--- src/rtl/move_select_pkg.sv ---
// Shared chess constants for move_select and rank_material.
// Contents: piece encoding, signed material values, the default eval width,
// and the move_select state encoding.
// Piece encoding: bits [2:0] give the piece kind, and bit 3 set means a black piece.
`ifndef PIECE_BITS
`define PIECE_BITS 4
`endif
`ifndef MAX_POSITIONS
`define MAX_POSITIONS 64
`endif

package move_select_pkg;

  localparam int unsigned PIECE_BITS_DEF    = `PIECE_BITS;
  localparam int unsigned MAX_POSITIONS_DEF = `MAX_POSITIONS;
  localparam int unsigned EVAL_WIDTH_DEF    = 16;
  localparam int unsigned BLACK_BIT         = 3;

  localparam logic [2:0] PIECE_EMPTY  = 3'd0;
  localparam logic [2:0] PIECE_PAWN   = 3'd1;
  localparam logic [2:0] PIECE_KNIGHT = 3'd2;
  localparam logic [2:0] PIECE_BISHOP = 3'd3;
  localparam logic [2:0] PIECE_ROOK   = 3'd4;
  localparam logic [2:0] PIECE_QUEEN  = 3'd5;
  localparam logic [2:0] PIECE_KING   = 3'd6;

  localparam logic signed [EVAL_WIDTH_DEF-1:0] VAL_PAWN   = EVAL_WIDTH_DEF'(100);
  localparam logic signed [EVAL_WIDTH_DEF-1:0] VAL_KNIGHT = EVAL_WIDTH_DEF'(320);
  localparam logic signed [EVAL_WIDTH_DEF-1:0] VAL_BISHOP = EVAL_WIDTH_DEF'(330);
  localparam logic signed [EVAL_WIDTH_DEF-1:0] VAL_ROOK   = EVAL_WIDTH_DEF'(500);
  localparam logic signed [EVAL_WIDTH_DEF-1:0] VAL_QUEEN  = EVAL_WIDTH_DEF'(900);
  localparam logic signed [EVAL_WIDTH_DEF-1:0] VAL_KING   = EVAL_WIDTH_DEF'(0);

  typedef enum logic [2:0] {
    ST_IDLE,
    ST_FETCH,
    ST_WAIT,
    ST_EVAL,
    ST_CMP,
    ST_CLEAR,
    ST_DONE
  } ms_state_e;

  // Unsigned material value of a piece kind; the caller applies the colour.
  function automatic logic signed [EVAL_WIDTH_DEF-1:0] piece_value(input logic [2:0] kind);
    case (kind)
      PIECE_PAWN:   piece_value = VAL_PAWN;
      PIECE_KNIGHT: piece_value = VAL_KNIGHT;
      PIECE_BISHOP: piece_value = VAL_BISHOP;
      PIECE_ROOK:   piece_value = VAL_ROOK;
      PIECE_QUEEN:  piece_value = VAL_QUEEN;
      PIECE_KING:   piece_value = VAL_KING;
      default:      piece_value = '0;
    endcase
  endfunction

endpackage

--- src/rtl/move_select_rank_material.sv ---
// rank_material: combinational material sum of one rank (8 squares).
// Ports:
//   rank       - SIDE_WIDTH bits; square f is at bits [f*PIECE_WIDTH +: PIECE_WIDTH]
//   rank_sum_c - signed sum; white pieces count positive, black pieces negative
module rank_material
  import move_select_pkg::*;
#(
  parameter int unsigned PIECE_WIDTH = PIECE_BITS_DEF,
  parameter int unsigned SIDE_WIDTH  = PIECE_WIDTH * 8,
  parameter int unsigned EVAL_WIDTH  = EVAL_WIDTH_DEF
) (
  input  logic [SIDE_WIDTH-1:0]        rank,
  output logic signed [EVAL_WIDTH-1:0] rank_sum_c
);

  logic [PIECE_WIDTH-1:0]        piece;
  logic signed [EVAL_WIDTH-1:0]  val;

  // Add or subtract each square's value according to its colour bit.
  always_comb begin
    rank_sum_c = '0;
    piece      = '0;
    val        = '0;
    for (int f = 0; f < 8; f++) begin
      piece = rank[f*PIECE_WIDTH +: PIECE_WIDTH];
      val   = EVAL_WIDTH'(piece_value(piece[2:0]));
      if (piece[BLACK_BIT])
        rank_sum_c = rank_sum_c - val;
      else
        rank_sum_c = rank_sum_c + val;
    end
  end

endmodule

--- src/rtl/move_select.sv ---
// move_select: walks the all_moves list, scores every position by material
// and reports the best index for the side that just moved, then releases
// all_moves with a one-cycle clear_moves pulse.
// Ports:
//   clk, reset      - clock; synchronous active-high reset
//   moves_ready     - all_moves list valid (level)
//   move_count      - number of generated moves
//   board_in        - board at move_index, one-cycle read latency
//   maximize_white  - 1: choose max (white - black) score, 0: choose min
//   move_index      - read address into all_moves
//   clear_moves     - one-cycle release pulse to all_moves
//   result_valid    - one-cycle pulse, result fields valid
//   no_moves        - move_count was zero
//   best_index      - index of the best move
//   best_score      - signed score of the best move
// Optional: define MOVE_SELECT_TRACE_EN for simulation trace output.
module move_select
  import move_select_pkg::*;
#(
  parameter int unsigned PIECE_WIDTH        = PIECE_BITS_DEF,
  parameter int unsigned SIDE_WIDTH         = PIECE_WIDTH * 8,
  parameter int unsigned BOARD_WIDTH        = PIECE_WIDTH * 64,
  parameter int unsigned MAX_POSITIONS      = MAX_POSITIONS_DEF,
  parameter int unsigned MAX_POSITIONS_LOG2 = $clog2(MAX_POSITIONS),
  parameter int unsigned EVAL_WIDTH         = EVAL_WIDTH_DEF
) (
  input  logic                          clk,
  input  logic                          reset,
  input  logic                          moves_ready,
  input  logic [MAX_POSITIONS_LOG2-1:0] move_count,
  input  logic [BOARD_WIDTH-1:0]        board_in,
  input  logic                          maximize_white,
  output logic [MAX_POSITIONS_LOG2-1:0] move_index,
  output logic                          clear_moves,
  output logic                          result_valid,
  output logic                          no_moves,
  output logic [MAX_POSITIONS_LOG2-1:0] best_index,
  output logic signed [EVAL_WIDTH-1:0]  best_score
);

  localparam int unsigned IW = MAX_POSITIONS_LOG2 + 1;

  ms_state_e                     state_q, state_d;
  logic [MAX_POSITIONS_LOG2-1:0] count_q, count_d;
  logic                          max_q, max_d;
  logic signed [EVAL_WIDTH-1:0]  acc_q, acc_d;
  logic [2:0]                    rank_q, rank_d;
  logic [MAX_POSITIONS_LOG2-1:0] idx_d, best_idx_d;
  logic signed [EVAL_WIDTH-1:0]  best_score_d;
  logic                          no_moves_d, clear_d, valid_d;
  logic                          better_c, upd_c;
  logic [SIDE_WIDTH-1:0]         rank_bits_c;
  logic signed [EVAL_WIDTH-1:0]  rank_sum_c;

  assign rank_bits_c = board_in[rank_q*SIDE_WIDTH +: SIDE_WIDTH];

  rank_material #(
    .PIECE_WIDTH (PIECE_WIDTH),
    .SIDE_WIDTH  (SIDE_WIDTH),
    .EVAL_WIDTH  (EVAL_WIDTH)
  ) u_rank_material (
    .rank       (rank_bits_c),
    .rank_sum_c (rank_sum_c)
  );

  // Next-state and registered-output logic.
  always_comb begin
    state_d      = state_q;
    count_d      = count_q;
    max_d        = max_q;
    acc_d        = acc_q;
    rank_d       = rank_q;
    idx_d        = move_index;
    best_idx_d   = best_index;
    best_score_d = best_score;
    no_moves_d   = no_moves;
    clear_d      = 1'b0;
    valid_d      = 1'b0;
    better_c     = max_q ? (acc_q > best_score) : (acc_q < best_score);
    upd_c        = 1'b0;
    case (state_q)
      ST_IDLE: begin
        idx_d = '0;
        if (moves_ready) begin
          count_d      = move_count;
          max_d        = maximize_white;
          best_idx_d   = '0;
          best_score_d = '0;
          if (move_count != '0) begin
            no_moves_d = 1'b0;
            state_d    = ST_FETCH;
          end else begin
            no_moves_d = 1'b1;
            clear_d    = 1'b1;
            state_d    = ST_CLEAR;
          end
        end
      end
      ST_FETCH: state_d = ST_WAIT;
      ST_WAIT: begin
        acc_d   = '0;
        rank_d  = '0;
        state_d = ST_EVAL;
      end
      ST_EVAL: begin
        acc_d  = acc_q + rank_sum_c;
        rank_d = rank_q + 3'd1;
        if (rank_q == 3'd7)
          state_d = ST_CMP;
      end
      ST_CMP: begin
        // Strict comparison: ties keep the earlier index.
        if (move_index == '0 || better_c) begin
          upd_c        = 1'b1;
          best_idx_d   = move_index;
          best_score_d = acc_q;
        end
        if ((IW'(move_index) + IW'(1)) < IW'(count_q)) begin
          idx_d   = move_index + MAX_POSITIONS_LOG2'(1);
          state_d = ST_FETCH;
        end else begin
          clear_d = 1'b1;
          state_d = ST_CLEAR;
        end
      end
      ST_CLEAR: begin
        valid_d = 1'b1;
        state_d = ST_DONE;
      end
      // DONE doubles as all_moves' reset cycle, so moves_ready is stale here.
      ST_DONE: state_d = ST_IDLE;
      default: state_d = ST_IDLE;
    endcase
  end

  // State and output registers.
  always_ff @(posedge clk) begin
    if (reset) begin
      state_q      <= ST_IDLE;
      count_q      <= '0;
      max_q        <= 1'b0;
      acc_q        <= '0;
      rank_q       <= '0;
      move_index   <= '0;
      best_index   <= '0;
      best_score   <= '0;
      no_moves     <= 1'b0;
      clear_moves  <= 1'b0;
      result_valid <= 1'b0;
    end else begin
      state_q      <= state_d;
      count_q      <= count_d;
      max_q        <= max_d;
      acc_q        <= acc_d;
      rank_q       <= rank_d;
      move_index   <= idx_d;
      best_index   <= best_idx_d;
      best_score   <= best_score_d;
      no_moves     <= no_moves_d;
      clear_moves  <= clear_d;
      result_valid <= valid_d;
    end
  end

`ifdef MOVE_SELECT_TRACE_EN
  // Simulation trace of each comparison and each final result.
  always_ff @(posedge clk) begin
    if (!reset) begin
      if (state_q == ST_CMP)
        $display("move_select: index=%0d score=%0d updated=%0b", move_index, acc_q, upd_c);
      if (state_q == ST_DONE)
        $display("move_select: best_index=%0d best_score=%0d no_moves=%0b",
                 best_index, best_score, no_moves);
    end
  end
`endif

endmodule

--- config.mk ---
export PLATFORM = sky130hd
export DESIGN_NAME = move_select
export DESIGN_NICKNAME = d
export VERILOG_FILES = /design/src/rtl/move_select_pkg.sv /design/src/rtl/move_select_rank_material.sv /design/src/rtl/move_select.sv
export SDC_FILE = /design/constraint.sdc
export NUM_CORES = 1
export LEC_CHECK = 0
export ABC_AREA = 1
export CAP_MARGIN = 15
export CORE_AREA = 2 2 147 207
export CTS_CLUSTER_SIZE = 12
export DETAILED_ROUTE_END_ITERATION = 12
export DIE_AREA = 0 0 149 209
export DONT_BUFFER_PORTS = 1
export SYNTH_ARGS = -nofsm -noshare
export SYNTH_HDL_FRONTEND = slang
export SYNTH_HIERARCHICAL = 1
export SYNTH_SLANG_ARGS = --single-unit
--- constraint.sdc ---
create_clock -name clk -period 25.2 [get_ports clk]
set_clock_uncertainty 0.2 [all_clocks]
set_input_delay 6.3 -clock clk [delete_from_list [all_inputs] [get_ports clk]]
set_output_delay 6.3 -clock clk [all_outputs]
set_load 0.005 [all_outputs]
==> impl_summary.log <==
[metrics] run status: complete, no violations
[metrics] CP Data Required Time: 25.21 ns
[metrics] clock slew at the register clock pins of the worst setup and hold paths: 0.05 ns
[metrics] Slew Limit Headroom: 25.01%
[metrics] width of the die: 149 µm
[metrics] area of the core: 29470 µm²
[metrics] global-route usage over all layers: 22.93%
[metrics] Startpoint Class: primary input
[metrics] gate count of the mapped netlist: 2140
[metrics] total I/O pin count: 297
[metrics] max-cap violations: 0
[metrics] total number of vias: 13.47k
[metrics] detail-routed via count per cell: 5.427
[metrics] count of placed standard cells in the final layout, fillers left out: 2482
[metrics] start-to-end type of the worst setup path: primary input to flop
[metrics] maximum number of pins on one net before global-route repair: 113
[metrics] proportion of layout cells with a drive suffix above 1: 3.960%
[metrics] remaining routing DRC violations: 0
[metrics] Syn Nets: 2576
[metrics] number of hold buffers added after CTS: 0
[metrics] total half-perimeter wirelength after legalization and detailed placement: 30960 µm
[metrics] cell count after placement: 2465
[metrics] CTS max path bufs: 2
[metrics] Largest stage delay, worst path: 0.47 ns
[metrics] growth of design area from synthesis to finish: 4.324%
[metrics] net count of the finished layout: 2527
[metrics] CTS tree: built
[metrics] CP max FO: 6
[metrics] total wire length after detailed routing: 36700 µm
[metrics] first-pass iteration count of the detailed router: 5
[metrics] CTS-repair resized insts: 0
[metrics] flip-flop and latch count after synthesis: 60
[metrics] First DRT Iteration DRCs: 575
[metrics] Die Ht: 209 µm
[metrics] Clock Latency Late Sink: 0.33 ns
[metrics] maximum achievable frequency: 0.06097 GHz
[metrics] number of buffers added on ports: 0
[metrics] most frequent cell on the critical path: inv_1
[metrics] cell with the largest stage delay on the worst path: a31oi_1
[metrics] worst min-delay path category: flop to flop
[metrics] CP Data Arrival Time: 16.41 ns
[metrics] number of synthesized flops with an enable pin: 0
[metrics] endpoints failing setup: 0
[metrics] number of nets still failing antenna checks after routing: 0
[metrics] count of synthesis-stage warnings from yosys: 6
[metrics] gp weighted congestion: 0.9615
[metrics] library cells used by synthesis: 53
[metrics] TNS Setup: 0 ns
[metrics] vias in the first global route: 12.71k
[metrics] average detailed-routed wire length per instance: 14.79 µm
[metrics] dominant synthesized flop cell: dfxtp_1
[metrics] worst hold margin: 0.2583 ns
[metrics] Core Rows: 75
[metrics] period utilization: 65.08%
[metrics] max-slew violation total from the final report: 0
[metrics] H-tree lvl count: 3
[metrics] clock net sink count: 60
[metrics] buffers and inverters on the worst path: 10
[metrics] setup repair after global routing missed its margin: false
[metrics] area fraction of the dominant cell type after synthesis: 16.96%
[metrics] Syn Std Cell Area: 12470 µm²
[metrics] count of final hold-check violations: 0
[metrics] critical path capture point type: flop
[metrics] sum of overflow across all layers after global routing: 0
[metrics] antenna violations before repair: 2
[metrics] Initial Util: 42.32%
[metrics] syn_area_per_cell: 5.827 µm²
[metrics] global-route wire length before repair: 59410 µm
[metrics] cell family contributing the most delay on the critical path: compound AO/OA/AOI/OAI gates
[metrics] Clock Root Buffer: clkbuf_16
[metrics] total clock buffers created by CTS: 9
[metrics] part of the Yosys area used for sequential elements: 9.632%
[metrics] dominant cells by area after synthesis: ha_1 (17%), nand2_1 (11%), nor2_1 (11%)
[metrics] final critical path time including I/O delays and setup: 16.40 ns
[metrics] buffers inserted during post-CTS setup optimization: 0
[metrics] slew at the pin closest to its max-slew limit: 1.120 ns
[metrics] Synth async-reset ratio: 0%
[metrics] cell taking the most area after synthesis: ha_1
[metrics] filler cell count: 3216
[metrics] Die Outline Area: 31140 µm²
[cell usage after synthesis, drive strengths merged, types with 6 or more instances]
library cell and n:
nand4 8, o21bai 12, xor2 90, nand3 67
a21o 12, a21oi 186, a31oi 48, ha 169
a211oi 7, dfxtp 60, nor2 371, inv 273
buf 15, o22ai 32, nand2 396, o21ai 242
o31ai 6, xnor2 30, nor3 27, clkbuf 50
[through the flow]
stage / area [µm²] / worst slack, ns / util [%]
after detailed placement: 12710 / 8.531 / 43.14
after CTS: 13010 / 8.809 / 44.14
after floorplan: 12470 / 9.969 / -
after global placement: 12710 / 8.616 / 43.14
final: 13010 / 8.800 / 44.15
after global routing: 13010 / 7.907 / 44.14
[state kept, by name, summed over array words and instances (netlist names)]
name          flops
count_q           6
best_index        6
acc_q            16
clear_moves       1
max_q             1
best_score       16
state_q           3
no_moves          1
move_index        6
rank_q            3
result_valid      1
[metal layers]
metal | GRT usage [%] | up-vias | wire (µm)
met5 | 0 | - | 23
met4 | 8.933 | 4 | 1446
met3 | 2.926 | 80 | 1743
met2 | 43.49 | 367 | 18780
met1 | 25.46 | 6020 | 14710
li1 | - | 6998 | -
[area by class of cell]
| type | instances | area (µm²) | area share, % |
|---|---|---|---|
| clock inverters | 4 | 48.80 | 0.3751 |
| repair buffers | 5 | 37.54 | 0.2885 |
| diodes | 1 | 2.502 | 0.01923 |
| well taps | 385 | 481.7 | 3.703 |
| flip-flops and latches | 60 | 1206 | 9.271 |
| inverters | 277 | 1042 | 8.011 |
| clock buffers | 12 | 246.5 | 1.895 |
| multi-input cells | 1738 | 9945 | 76.44 |
[cell usage in the layout (no fill, tap or decap), types with 8 or more instances in the layout]
cell,n
o21ai_0,223
nand2_1,374
nand4_1,8
o21ai_1,19
a21oi_1,185
nor2_2,13
xnor2_1,30
ha_1,169
inv_2,15
xor2_1,90
clkbuf_16,9
nand2_2,15
nor2_1,357
inv_1,258
nand3_1,63
nor3_1,27
o21bai_1,12
dfxtp_1,58
a31oi_1,48
a21o_1,12
o22ai_1,32
[path summary, 6_finish.rpt]
check	from	end	slack, ns	cells past startpoint
worst max-delay path	board_in[65]	acc_q[15]	8.80	61
worst min register to register	count_q[0]	count_q[0]	0.26	2
worst max register to register	rank_q[0]	acc_q[15]	13.21	63
worst min-delay path	count_q[0]	count_q[0]	0.26	2
[worst min-delay path: cells and delay by family, from the launching register on]
kind	cells	cell delay, ns
AND/OR/NAND/NOR	1	0.06
AO/OA/AOI/OAI	1	0.05
flip-flops	1	0.30
[logic make-up after synthesis]
group | after synthesis | synth area share [%]
mux | 2 | 0.1605
simple gates | 882 | 29.39
other cells | 1 | 0.03007
flops | 60 | 9.632
fa+ha+maj | 170 | 17.12
compound gates | 563 | 24.62
xor+xnor | 120 | 8.428
buf+inv | 342 | 10.62
Power is not shown: default switching activity piles up to over one toggle a cycle in this logic, so the estimate is an artifact.
